<file path="src/rtl/load_store_controller.sv">
// Execute-stage load/store sequencer: drives a valid/ready data-memory bus, stalls the
// pipeline until the access retires, and returns lane-extracted, extended load data.
module load_store_controller #(
  parameter int XLEN    = 32,
  parameter int TIMEOUT = 16
) (
  input  logic            i_clk,
  input  logic            i_rst,
  input  logic            i_ex_valid,
  input  logic            i_ex_load,
  input  logic            i_ex_store,
  input  logic [2:0]      i_ex_funct3,
  input  logic [XLEN-1:0] i_ex_addr,
  input  logic [XLEN-1:0] i_ex_wdata,
  output logic            o_ex_stall,
  output logic            o_ld_valid,
  output logic [XLEN-1:0] o_ld_data,
  output logic            o_addr_fault,
  output logic            o_bus_err,
  output logic            o_dm_avalid,
  input  logic            i_dm_aready,
  output logic [XLEN-1:0] o_dm_addr,
  output logic            o_dm_wen,
  output logic [3:0]      o_dm_wstrb,
  output logic [XLEN-1:0] o_dm_wdata,
  input  logic            i_dm_rvalid,
  input  logic [XLEN-1:0] i_dm_rdata
);

  localparam int CW = (TIMEOUT > 1) ? $clog2(TIMEOUT + 1) : 1;
  localparam logic [CW-1:0] CNT_LAST = CW'(TIMEOUT - 1);
  localparam bit TIMEOUT_EN = (TIMEOUT != 0);

  typedef enum logic [1:0] {
    S_IDLE,
    S_ADDR,
    S_RESP,
    S_DONE
  } state_t;

  state_t          state_q, state_d;
  logic [CW-1:0]   cnt_q, cnt_d;
  logic [XLEN-1:0] addr_q, addr_d;
  logic [1:0]      off_q, off_d;
  logic [XLEN-1:0] wdata_q, wdata_d;
  logic [3:0]      wstrb_q, wstrb_d;
  logic            is_load_q, is_load_d;
  logic [2:0]      funct3_q, funct3_d;
  logic [XLEN-1:0] ld_data_q, ld_data_d;

  // Request decode on the raw execute-stage inputs.
  logic       mem_op;
  logic       legal_f3;
  logic       misaligned;
  logic       req_fault;
  logic [1:0] req_size;
  logic [1:0] req_off;

  always_comb begin
    req_size = i_ex_funct3[1:0];
    req_off  = i_ex_addr[1:0];
    mem_op   = i_ex_valid & (i_ex_load | i_ex_store);
    legal_f3 = 1'b0;
    if (i_ex_load) begin
      case (i_ex_funct3)
        3'b000, 3'b001, 3'b010, 3'b100, 3'b101: legal_f3 = 1'b1;
        default:                                legal_f3 = 1'b0;
      endcase
    end else begin
      case (i_ex_funct3)
        3'b000, 3'b001, 3'b010: legal_f3 = 1'b1;
        default:                legal_f3 = 1'b0;
      endcase
    end
    misaligned = ((req_size == 2'b01) && req_off[0]) ||
                 ((req_size == 2'b10) && (req_off != 2'b00));
    req_fault  = ~legal_f3 | misaligned;
  end

  // Store lane placement: strobes follow the byte offset, data is replicated per lane.
  logic [3:0]      st_wstrb;
  logic [XLEN-1:0] st_wdata;

  always_comb begin
    st_wstrb = 4'b1111;
    st_wdata = i_ex_wdata;
    case (req_size)
      2'b00: begin
        st_wstrb = 4'b0001 << req_off;
        st_wdata = {4{i_ex_wdata[7:0]}};
      end
      2'b01: begin
        st_wstrb = 4'b0011 << req_off;
        st_wdata = {2{i_ex_wdata[15:0]}};
      end
      default: begin
        st_wstrb = 4'b1111;
        st_wdata = i_ex_wdata;
      end
    endcase
  end

  // Load lane extraction from the response word.
  logic [7:0]      rd_byte [4];
  logic [7:0]      sel_byte;
  logic [15:0]     sel_half;
  logic [XLEN-1:0] ld_ext;

  genvar gi;
  generate
    for (gi = 0; gi < 4; gi++) begin : g_lane
      assign rd_byte[gi] = i_dm_rdata[8*gi +: 8];
    end
  endgenerate

  always_comb begin
    sel_byte = rd_byte[off_q];
    sel_half = off_q[1] ? i_dm_rdata[31:16] : i_dm_rdata[15:0];
    case (funct3_q)
      3'b000:  ld_ext = {{24{sel_byte[7]}}, sel_byte};
      3'b100:  ld_ext = {24'd0, sel_byte};
      3'b001:  ld_ext = {{16{sel_half[15]}}, sel_half};
      3'b101:  ld_ext = {16'd0, sel_half};
      default: ld_ext = i_dm_rdata;
    endcase
  end

  // A completing handshake in the last allowed cycle takes priority over the timeout.
  logic completes;
  logic timeout_hit;

  always_comb begin
    completes   = ((state_q == S_ADDR) && i_dm_aready && !is_load_q) ||
                  ((state_q == S_RESP) && i_dm_rvalid);
    timeout_hit = TIMEOUT_EN && ((state_q == S_ADDR) || (state_q == S_RESP)) &&
                  (cnt_q == CNT_LAST) && !completes;
  end

  logic stall_c;
  logic fault_c;
  logic bus_err_c;
  logic ld_valid_c;

  always_comb begin
    state_d    = state_q;
    cnt_d      = cnt_q;
    addr_d     = addr_q;
    off_d      = off_q;
    wdata_d    = wdata_q;
    wstrb_d    = wstrb_q;
    is_load_d  = is_load_q;
    funct3_d   = funct3_q;
    ld_data_d  = ld_data_q;
    stall_c    = 1'b0;
    fault_c    = 1'b0;
    bus_err_c  = 1'b0;
    ld_valid_c = 1'b0;

    case (state_q)
      S_IDLE: begin
        if (mem_op) begin
          if (req_fault) begin
            fault_c = 1'b1;
          end else begin
            stall_c   = 1'b1;
            addr_d    = {i_ex_addr[XLEN-1:2], 2'b00};
            off_d     = req_off;
            wdata_d   = st_wdata;
            wstrb_d   = st_wstrb;
            is_load_d = i_ex_load;
            funct3_d  = i_ex_funct3;
            cnt_d     = '0;
            state_d   = S_ADDR;
          end
        end
      end
      S_ADDR: begin
        stall_c = 1'b1;
        cnt_d   = cnt_q + CW'(1);
        if (i_dm_aready) begin
          state_d = is_load_q ? S_RESP : S_DONE;
        end
      end
      S_RESP: begin
        stall_c = 1'b1;
        cnt_d   = cnt_q + CW'(1);
        if (i_dm_rvalid) begin
          ld_data_d = ld_ext;
          state_d   = S_DONE;
        end
      end
      S_DONE: begin
        ld_valid_c = is_load_q;
        state_d    = S_IDLE;
      end
      default: state_d = S_IDLE;
    endcase

    if (timeout_hit) begin
      bus_err_c = 1'b1;
      state_d   = S_DONE;
      if (is_load_q) begin
        ld_data_d = '0;
      end
    end
  end

  always_ff @(posedge i_clk or posedge i_rst) begin
    if (i_rst) begin
      state_q   <= S_IDLE;
      cnt_q     <= '0;
      addr_q    <= '0;
      off_q     <= '0;
      wdata_q   <= '0;
      wstrb_q   <= '0;
      is_load_q <= 1'b0;
      funct3_q  <= '0;
      ld_data_q <= '0;
    end else begin
      state_q   <= state_d;
      cnt_q     <= cnt_d;
      addr_q    <= addr_d;
      off_q     <= off_d;
      wdata_q   <= wdata_d;
      wstrb_q   <= wstrb_d;
      is_load_q <= is_load_d;
      funct3_q  <= funct3_d;
      ld_data_q <= ld_data_d;
    end
  end

  // Input-driven outputs are forced low while reset is held so everything reads 0 at once.
  logic in_addr;
  assign in_addr = (state_q == S_ADDR);

  assign o_ex_stall   = stall_c & ~i_rst;
  assign o_addr_fault = fault_c & ~i_rst;
  assign o_bus_err    = bus_err_c & ~i_rst;
  assign o_ld_valid   = ld_valid_c;
  assign o_ld_data    = ld_data_q;
  assign o_dm_avalid  = in_addr;
  assign o_dm_addr    = in_addr ? addr_q : '0;
  assign o_dm_wen     = in_addr & ~is_load_q;
  assign o_dm_wstrb   = (in_addr && !is_load_q) ? wstrb_q : 4'b0000;
  assign o_dm_wdata   = (in_addr && !is_load_q) ? wdata_q : '0;

endmodule
</file>
<file path="config.mk">
export PLATFORM = sky130hd
export DESIGN_NAME = load_store_controller
export DESIGN_NICKNAME = d
export VERILOG_FILES = /design/src/rtl/load_store_controller.sv
export SDC_FILE = /design/constraint.sdc
export NUM_CORES = 1
export LEC_CHECK = 0
export ABC_AREA = 1
export ABC_CLOCK_PERIOD_IN_PS = 5400
export CAP_MARGIN = 20
export CORE_UTILIZATION = 50
export DETAILED_ROUTE_END_ITERATION = 10
export PLACE_DENSITY = 0.87
export SLEW_MARGIN = 15
export SYNTH_ARGS = -nofsm -noshare
export SYNTH_HDL_FRONTEND = slang
export SYNTH_SLANG_ARGS = --single-unit
</file>
<file path="constraint.sdc">
create_clock -name i_clk -period 5.4 [get_ports i_clk]
set_input_delay 0.81 -clock i_clk [delete_from_list [all_inputs] [get_ports i_clk]]
set_output_delay 0.81 -clock i_clk [all_outputs]
set_load 0.005 [all_outputs]
</file>
== Yosys cells after proc, flatten, opt, wreduce, memory -nomap -nowiden ==
Cells that the tools add are included.

* Add/subtract/negate cells: 1
* Magnitude comparators: 1
* Equal/unequal tests: 19
* Reductions and logical operators: 25
* Shift-type cells: 2
* Muxes and demuxes: 35
* Bitwise operators: 12

{| class="wikitable"
|+ Operators by type and width
! kind !! count
|-
| 32-bit two-way mux || 6
|-
| 32-bit one-hot mux with 4 select lines || 1
|-
| 32-bit one-hot mux with 2 select lines || 1
|-
| 8-bit binary-select mux with 2-bit select || 1
|-
| 16-bit two-way mux || 1
|-
| 8-bit two-way mux || 2
|-
| 3-bit == test (second input constant) || 4
|-
| 3-bit inequality test (second input constant) || 4
|-
| 1-bit two-way mux || 11
|-
| 2-bit two-way mux || 5
|-
| 5-bit two-way mux || 2
|-
| 5-bit one-hot mux with 2 select lines || 1
|-
| 1-bit logical AND || 8
|-
| 2-bit one-hot mux with 4 select lines || 1
|-
| 4-bit one-hot mux with 2 select lines || 1
|-
| 2-bit == test (second input constant) || 3
|-
| 3-bit by 1-bit == test with 1-bit output (second input constant) || 2
|-
| 3-bit zero test || 2
|-
| 3-bit AND reduction || 2
|-
| 5-bit by 1-bit adder with 5-bit output (second input constant) || 1
|-
| 1-bit bitwise AND || 5
|-
| 5-bit by 4-bit == test with 1-bit output (second input constant) || 1
|-
| 5-bit OR reduction || 1
|-
| 2-bit by 1-bit == test with 1-bit output (second input constant) || 2
|-
| 17 further kinds || 27
|}

* Bits in registers: 111
* Output and inout port bits: 106
* Word-level logic and storage cells: 104

== Depth between registers and ports, before layout ==
Gate-level depths: netlist of run 1.

* Depth in word-level cells: 10
* Depth in mapped cells: 11
* Gate-level depth less buffers: 10

== Worst setup path before layout of run 1 ==
No wires, ideal clock.

* Path kind: in2out
* Start point: in i_rst
* End point: out o_addr_fault
* Stages: 3
* Arrival: 3462 ps
* Path buffers: 0
* Path slack: 1128 ps
* Path through: inv_1 > nand2_1 > a21oi_1

* Longest elaborated chain between the ends: 2

{| class="wikitable"
|+ RTL lines
! what !! line !! source
|-
| start: declaration || 8 || <nowiki>input logic i_rst,</nowiki>
|-
| 1-bit NOT || 237 || <nowiki>assign o_addr_fault = fault_c & ~i_rst;</nowiki>
|-
| 1-bit bitwise AND || 237 ||
|-
| end: declaration || 18 || <nowiki>output logic o_addr_fault,</nowiki>
|}

Every way passes these cells.

== Worst setup path after layout of run 1 ==
* Start point: in i_ex_funct3[1]
* End point: out o_ex_stall

* Longest elaborated chain between the ends: 10
* Elaborated cells on any way between the ends: 21

{| class="wikitable"
|+ RTL lines
! what !! line !! source
|-
| start: declaration || 12 || <nowiki>input logic [2:0] i_ex_funct3,</nowiki>
|-
| 3-bit by 1-bit == test with 1-bit output, or another cell as far along || 65, 70 ||
|-
| 5-bit OR reduction / 3-bit OR reduction (equally long branches) || 65, 70 ||
|-
| 1-bit two-way mux (on tied branches) || 65, 70 ||
|-
| 1-bit two-way mux || 64 || <nowiki>if (i_ex_load) begin</nowiki>
|-
| 1-bit NOT || 77 || <nowiki>req_fault = ~legal_f3 | misaligned;</nowiki>
|-
| 1-bit bitwise OR (*) || 77 ||
|-
| 1-bit two-way mux (*) || 162 || <nowiki>if (req_fault) begin</nowiki>
|-
| 1-bit two-way mux (*) || 161 || <nowiki>if (mem_op) begin</nowiki>
|-
| 1-bit one-hot mux with 2 select lines (*) || 159 || <nowiki>case (state_q)</nowiki>
|-
| 1-bit bitwise AND (*) || 236 || <nowiki>assign o_ex_stall = stall_c & ~i_rst;</nowiki>
|-
| end: declaration || 15 || <nowiki>output logic o_ex_stall,</nowiki>
|}

Every way passes the cells marked *; elsewhere a longest branch is shown, timed or not.

==> results of run 1 <==
-- synthesized netlist by cell type (6+ instances only) --
cell      instances  area share [%]
nand2_1         285              18
inv_1           147             9.0
dfrtp_1         111              45
o21ai_0          83             6.8
nor2_1           54             3.3
a21oi_1          40             3.3
nand3_1          37             3.0
clkbuf_1         23             1.4
o21bai_1         16             2.0
buf_4            10             1.2
or2_2             9            0.92
ha_1              8             1.6
o21ai_1           8            0.66
buf_2             6            0.49
-- power groups by stage --
stage                     logic (mW)  clock network (mW)  registers [mW]
after floorplan                 1.05                   0            1.41
after global placement          1.81                   0            1.48
after detailed placement        1.86                   0            1.49
after CTS                       1.88               0.672            1.48
after global routing            2.09               0.708            1.54
final                           1.88               0.669            1.49
-- area by class of cell --
type / count / area share, %
clock buffers: 10 / 2.806
clock inverters: 6 / 0.6170
inverters: 152 / 6.728
multi-input cells: 561 / 29.98
flip-flops and latches: 111 / 32.61
well taps: 147 / 2.160
repair buffers: 214 / 25.09
-- cells by family after synthesis --
logic type,count (synthesis),share of synthesized area (%)
other,1,0.06135
AO/OA/AOI/OAI,150,13.02
buffers and inverters,193,12.84
adder cells (fa/ha/maj),8,1.638
XOR/XNOR,2,0.2866
AND/OR/NAND/NOR,399,26.71
flip-flops,111,45.45
-- stage by stage --
| stage | cell area, sq um | setup WS [ns] | cells | hold WS (ns) | utilization (%) |
|---|---|---|---|---|---|
| 2_1_floorplan | 6116 | 1.128 | 865 | 0.4487 | - |
| 3_3_place_gp | 8210 | 1.710 | 1184 | 0.4609 | 68.64 |
| 3_5_place_dp | 8210 | 1.640 | 1184 | 0.4694 | 68.64 |
| 4_1_cts | 8502 | 1.463 | 1200 | 0.4886 | 71.08 |
| 5_1_grt | 8517 | 1.512 | 1201 | 0.4974 | 71.20 |
| 6_report | 8517 | 1.638 | 1201 | 0.4850 | 71.20 |
-- worst min path at each step --
stage,slack (ns),startpoint,endpoint,cells after the start
4_1_cts,0.49,addr_q[25]$_DFFE_PP0P_,addr_q[25]$_DFFE_PP0P_,2
3_5_place_dp,0.47,addr_q[18]$_DFFE_PP0P_,addr_q[18]$_DFFE_PP0P_,2
3_3_place_gp,0.46,addr_q[12]$_DFFE_PP0P_,addr_q[12]$_DFFE_PP0P_,2
6_report,0.49,addr_q[25]$_DFFE_PP0P_,addr_q[25]$_DFFE_PP0P_,2
2_1_floorplan,0.45,addr_q[10]$_DFFE_PP0P_,addr_q[10]$_DFFE_PP0P_,2
5_1_grt,0.50,addr_q[21]$_DFFE_PP0P_,addr_q[21]$_DFFE_PP0P_,2
-- worst min-delay path: stages (launching register included) --
cell	delay, ns
dfrtp_1	0.35
nand2_1	0.05
nand2_1	0.05
-- metal layers --
layer	GRT usage, %	vias to the layer above
met2	46.42	314
met3	6.587	37
met4	10.04	0
met5	0	-
met1	35.90	2890
li1	-	2991
-- cells in the final DEF, fill, tap and decap left out, types with 8 or more instances in the layout --
master           instances
a21oi_1                 40
clkbuf_16                9
clkdlybuf4s50_1        209
dfrtp_1                111
ha_1                     8
inv_1                  146
nand2_1                285
nand3_1                 37
nor2_1                  54
o21ai_0                 83
o21ai_1                  8
o21bai_1                16
or2_2                    9
-- registers in the layout, summed over array words and instances, names as in the netlist --
signal / count
wstrb_q: 4
cnt_q: 5
state_q: 2
off_q: 2
wdata_q: 32
addr_q: 30
is_load_q: 1
o_ld_data: 32
funct3_q: 3
==> impl_metrics.env, run 1 <==
export IMPL_cellLeakagePower_nw=4.399
export IMPL_synthDistinctLibCells=29
export IMPL_drt_iter0_drc=588
export IMPL_path_cells="clkdlybuf4s50_1 > buf_4 > inv_2 > nand3_1 > nand2_1 > inv_2 > nand3_4 > a211oi_1 > clkdlybuf4s50_1"
export IMPL_regToRegStartpoint="state_q[0]$_DFFE_PP0P_"
export IMPL_hold_buffers=0
export IMPL_clkSinkCount=111
export IMPL_dieHeight_microns=112.6
export IMPL_vias_per_cell=5.189
export IMPL_vias=6232
export IMPL_ys_ff_latch=111
export IMPL_rr_endpoint="o_ld_data[23]$_DFF_PP0_"
export IMPL_worstSetupPathType="in -> out"
export IMPL_syn_inst=864
export IMPL_tritoncts="built"
export IMPL_post_cts_setup_buffers=0
export IMPL_critPathSlowestCell="clkdlybuf4s50_1"
export IMPL_coreArea_sq_um=11960
export IMPL_grt_first_pass_wirelength_microns=28110
export IMPL_avgSynthCellArea_sq_um=7.074
export IMPL_wl_met2_microns=8437
export IMPL_finClkSkew_ns=0.01223
export IMPL_internal_power_mw=2.491
export IMPL_antenna_found_initial=0
export IMPL_wl_met3_microns=1548
export IMPL_ant_nets=0
export IMPL_start_util_pct=51.10
export IMPL_period_share_pct=69.68
export IMPL_r2r_cells=7
export IMPL_cts_root_buffer="clkbuf_16"
export IMPL_layout_min_cycle_time_ns=3.762
export IMPL_core_rowCount=40
export IMPL_htree_levels=3
export IMPL_synth_warnings=0
export IMPL_seq_power_share_pct=36.9
export IMPL_startpoint="i_ex_funct3[1]"
export IMPL_cpPeakStageDelay_ns=0.59
export IMPL_critPathMaxFanout=39
export IMPL_cp_required_ns=4.59
export IMPL_endpoint="o_ex_stall"
export IMPL_cts_resized=0
export IMPL_dieWidth_microns=112.6
export IMPL_synth_edf_count=0
export IMPL_nets=1163
export IMPL_ys_flop_type="dfrtp_1"
export IMPL_critPathTopFamily="buffers and inverters"
export IMPL_cp_num_buf_inv=5
export IMPL_numPortBuffers=209
export IMPL_routed_top_layer="met4"
export IMPL_hold_viol=0
export IMPL_drive_above_1_share_pct=4.364
export IMPL_multi_input_area_sq_um=2554
export IMPL_ys_seq_area_share_pct=45.45
export IMPL_endpoint_kind="primary output"
export IMPL_area_growth_syn_to_layout_pct=39.34
export IMPL_drt_pass1_iterations=7
export IMPL_power_frac_comb_pct=46.5
export IMPL_dieArea_sq_um=12670
export IMPL_relSlewSlack_pct=29.78
export IMPL_ios=212
export IMPL_rrSetupSlack_ns=2.69
export IMPL_finalPower_mw=4.034
export IMPL_grt_max_degree=90
export IMPL_power_density_nw_per_um2=473.6
export IMPL_setup_viol=0
export IMPL_synth_area_sq_um=6112
export IMPL_status="finished clean"
export IMPL_hold_class="reg -> reg"
export IMPL_grtUsageTotal_pct=28.02
export IMPL_clock_power_share_pct=16.6
export IMPL_cap_violations=0
export IMPL_remaining_drc_errors=0
export IMPL_wl_met1_microns=7294
export IMPL_clkTransAtPathRegs_ns=0.07
export IMPL_diodes=0
export IMPL_maxSlewViolCount=0
export IMPL_grt_overflow_total=0
export IMPL_switching_share_pct=38.25
export IMPL_grt_pass1_vias=5777
export IMPL_rsz0062_at_grt="no"
export IMPL_startpoint_type="primary input"
export IMPL_dpl_hpwl_microns=12530
export IMPL_gp_congestion=0.9360
export IMPL_cts_buffers=9
export IMPL_finalSetupTns_ns=0
export IMPL_p_switching_mw=1.543
export IMPL_irDropWorstVdd_mv=0.2379
export IMPL_crit_arrival_ns=2.95
export IMPL_synthArstFlopShare_pct=100.0
export IMPL_cts_max_path_buffers=2
export IMPL_crit_cells=9
export IMPL_wl_per_cell_microns=14.74
export IMPL_wl_microns=17700
export IMPL_clock_fmax_ghz=0.2658
export IMPL_clk_insertion_delay_late_ns=0.35
export IMPL_nFillCells=968
export IMPL_regArea_sq_um=2778
export IMPL_worstMarginPinSlew_ns=1.053
(Power assumes the default switching activity.)
==> run 2, diff against run 1 <==
--- a/config.mk
+++ b/config.mk
@@ -6,11 +6,11 @@
 export NUM_CORES = 1
 export LEC_CHECK = 0
 export ABC_AREA = 1
-export ABC_CLOCK_PERIOD_IN_PS = 5400
+export ABC_CLOCK_PERIOD_IN_PS = 3200
 export CAP_MARGIN = 20
-export CORE_UTILIZATION = 50
+export CORE_UTILIZATION = 42
 export DETAILED_ROUTE_END_ITERATION = 10
-export PLACE_DENSITY = 0.87
+export PLACE_DENSITY = 0.78
 export SLEW_MARGIN = 15
 export SYNTH_ARGS = -nofsm -noshare
 export SYNTH_HDL_FRONTEND = slang
==> constraint.sdc (replaced) <==
create_clock -name i_clk -period 3.2 [get_ports i_clk]
set_input_delay 0.48 -clock i_clk [delete_from_list [all_inputs] [get_ports i_clk]]
set_output_delay 0.48 -clock i_clk [all_outputs]
set_load 0.005 [all_outputs]
==> run 2 against run 1 <==
  * Count of clock-buffer cells in the layout unchanged
  * Largest power group unchanged
  * Critical path type is now reg -> out
  * Die area up 19%
  * Design area up 0.90%
  * Routed wire length up 1.7%
  * Largest cell class unchanged
==> impl_metrics.env, run 2 (synthesis gave the netlist of run 1 again) <==
export IMPL_crit_arrival_ns=2.47
export IMPL_critPathTopFamily="buffers and inverters"
export IMPL_hold_viol=0
export IMPL_gp_congestion=0.8740
export IMPL_grt_overflow_total=0
export IMPL_tritoncts="built"
export IMPL_clkSinkCount=111
export IMPL_ios=212
export IMPL_holdWs_ns=0.4828
export IMPL_r2r_cells=7
export IMPL_final_cell_mix="285 x nand2_1, 209 x clkdlybuf4s50_1, 146 x inv_1, 111 x dfrtp_1, 83 x o21ai_0"
export IMPL_setup_viol=0
export IMPL_grtUsageTotal_pct=24.71
export IMPL_finClkSkew_ns=0.005334
export IMPL_diodes=0
export IMPL_relSlewSlack_pct=46.12
export IMPL_finalSetupTns_ns=0
export IMPL_nFillCells=1265
export IMPL_regToRegStartpoint="state_q[0]$_DFFE_PP0P_"
export IMPL_htree_levels=3
export IMPL_drt_pass1_iterations=5
export IMPL_core_rowCount=43
export IMPL_critPathSlowestCell="clkdlybuf4s50_1"
export IMPL_cts_buffers=9
export IMPL_regArea_sq_um=2778
export IMPL_vias_per_cell=4.923
export IMPL_layout_commonest_cell="nand2_1"
export IMPL_wl_microns=18000
export IMPL_maxSlewViolCount=0
export IMPL_start_util_pct=43.53
export IMPL_area_growth_syn_to_layout_pct=40.59
export IMPL_multi_input_area_sq_um=2554
export IMPL_cellLeakagePower_nw=4.420
export IMPL_cap_violations=0
export IMPL_layout_min_cycle_time_ns=2.946
export IMPL_finalPower_mw=6.765
export IMPL_dieWidth_microns=122.6
export IMPL_endpoint_kind="primary output"
export IMPL_antenna_found_initial=0
export IMPL_cts_max_path_buffers=2
export IMPL_dieArea_sq_um=15040
export IMPL_placed_area_sq_um=8313
export IMPL_wl_per_cell_microns=14.51
export IMPL_min_to="addr_q[10]$_DFFE_PP0P_"
export IMPL_cts_root_buffer="clkbuf_16"
export IMPL_cp_required_ns=2.72
export IMPL_worstSetupPathType="reg -> out"
export IMPL_dieHeight_microns=122.6
export IMPL_grt_max_degree=90
export IMPL_coreArea_sq_um=14040
export IMPL_ant_nets=0
export IMPL_cp_num_buf_inv=5
export IMPL_grt_first_pass_wirelength_microns=28670
export IMPL_status="finished clean"
export IMPL_period_share_pct=92.06
export IMPL_numPortBuffers=209
export IMPL_nets=1170
export IMPL_clock_fmax_ghz=0.3395
export IMPL_vias=6109
export IMPL_rsz0062_at_grt="no"
export IMPL_drt_iter0_drc=481
export IMPL_remaining_drc_errors=0
export IMPL_worstMarginPinSlew_ns=0.8082
export IMPL_clkTransAtPathRegs_ns=0.08
export IMPL_post_cts_setup_buffers=0
export IMPL_rr_endpoint="o_ld_data[2]$_DFF_PP0_"
export IMPL_hold_class="reg -> reg"
export IMPL_startpoint="state_q[1]$_DFFE_PP0P_"
export IMPL_final_cell_area_sq_um=8593
export IMPL_irDropWorstVdd_mv=0.3487
export IMPL_clk_insertion_delay_late_ns=0.35
export IMPL_min_delay_start="addr_q[10]$_DFFE_PP0P_"
export IMPL_grt_pass1_vias=5809
export IMPL_path_cells="inv_1 > ha_1 > inv_2 > nor2_4 > clkinv_2 > buf_4 > nor2_1 > clkdlybuf4s50_1"
export IMPL_postLayoutCoreUtil_pct=61.20
export IMPL_rrSetupSlack_ns=0.81
export IMPL_startpoint_type="register"
export IMPL_cpPeakStageDelay_ns=0.52
export IMPL_power_density_nw_per_um2=787.2
export IMPL_drive_above_1_share_pct=4.995
export IMPL_critPathMaxFanout=16
export IMPL_holdPathStages=2
export IMPL_dpl_hpwl_microns=12870
run 2: per-layer routing:
| metal | track usage [%] | vias up | wire length [microns] | share of wire, % |
|---|---|---|---|---|
| met5 | 0 | - | 0 | 0 |
| met4 | 8.003 | 0 | 313 | 1.7 |
| met3 | 6.877 | 23 | 1691 | 9.4 |
| met2 | 39.43 | 265 | 8080 | 45 |
| met1 | 32.28 | 2814 | 7917 | 44 |
| li1 | - | 3007 | - | - |
run 2: stage by stage:
step           std cells  worst slack, ns
2_1_floorplan        865           0.3911
3_3_place_gp        1225           0.3673
3_5_place_dp        1225           0.3397
4_1_cts             1241           0.2368
5_1_grt             1241          0.09904
6_report            1241           0.2541
run 2: worst max path at each step:
stage	slack, ns	endpoint	cells past startpoint
after floorplan	0.39	o_addr_fault	3
after global placement	0.37	o_dm_wdata[18]	8
after detailed placement	0.34	wstrb_q[0]$_DFFE_PP0P_	11
after CTS	0.24	o_dm_wdata[2]	8
after global routing	0.1	o_bus_err	6
final	0.25	o_dm_wdata[2]	8
run 2: where the power goes:
group          switching, mW  leakage [nW]  internal (mW)
clock                  0.544         0.136          0.542
combinational           1.63          2.92           1.60
sequential             0.398          1.36           2.06
run 2: tightest hold or removal path, cell delays in order, from the launching register on:
cell,delay [ns]
dfrtp_1,0.35
nand2_1,0.05
nand2_1,0.05
run 2: cell type report:
type	count	area share, %
timing repair buffer	221	25.39
clock inverter	6	0.5824
multi-input combinational	561	29.72
sequential	111	32.32
clock buffer	10	2.665
tap	180	2.621
inverter	152	6.698
run 2: repair_timing:
action | in CTS | in global routing
endpoints found under the setup margin | 7 | 0
gates resized for setup | 1 | 0
hold buffers | 0 | 0
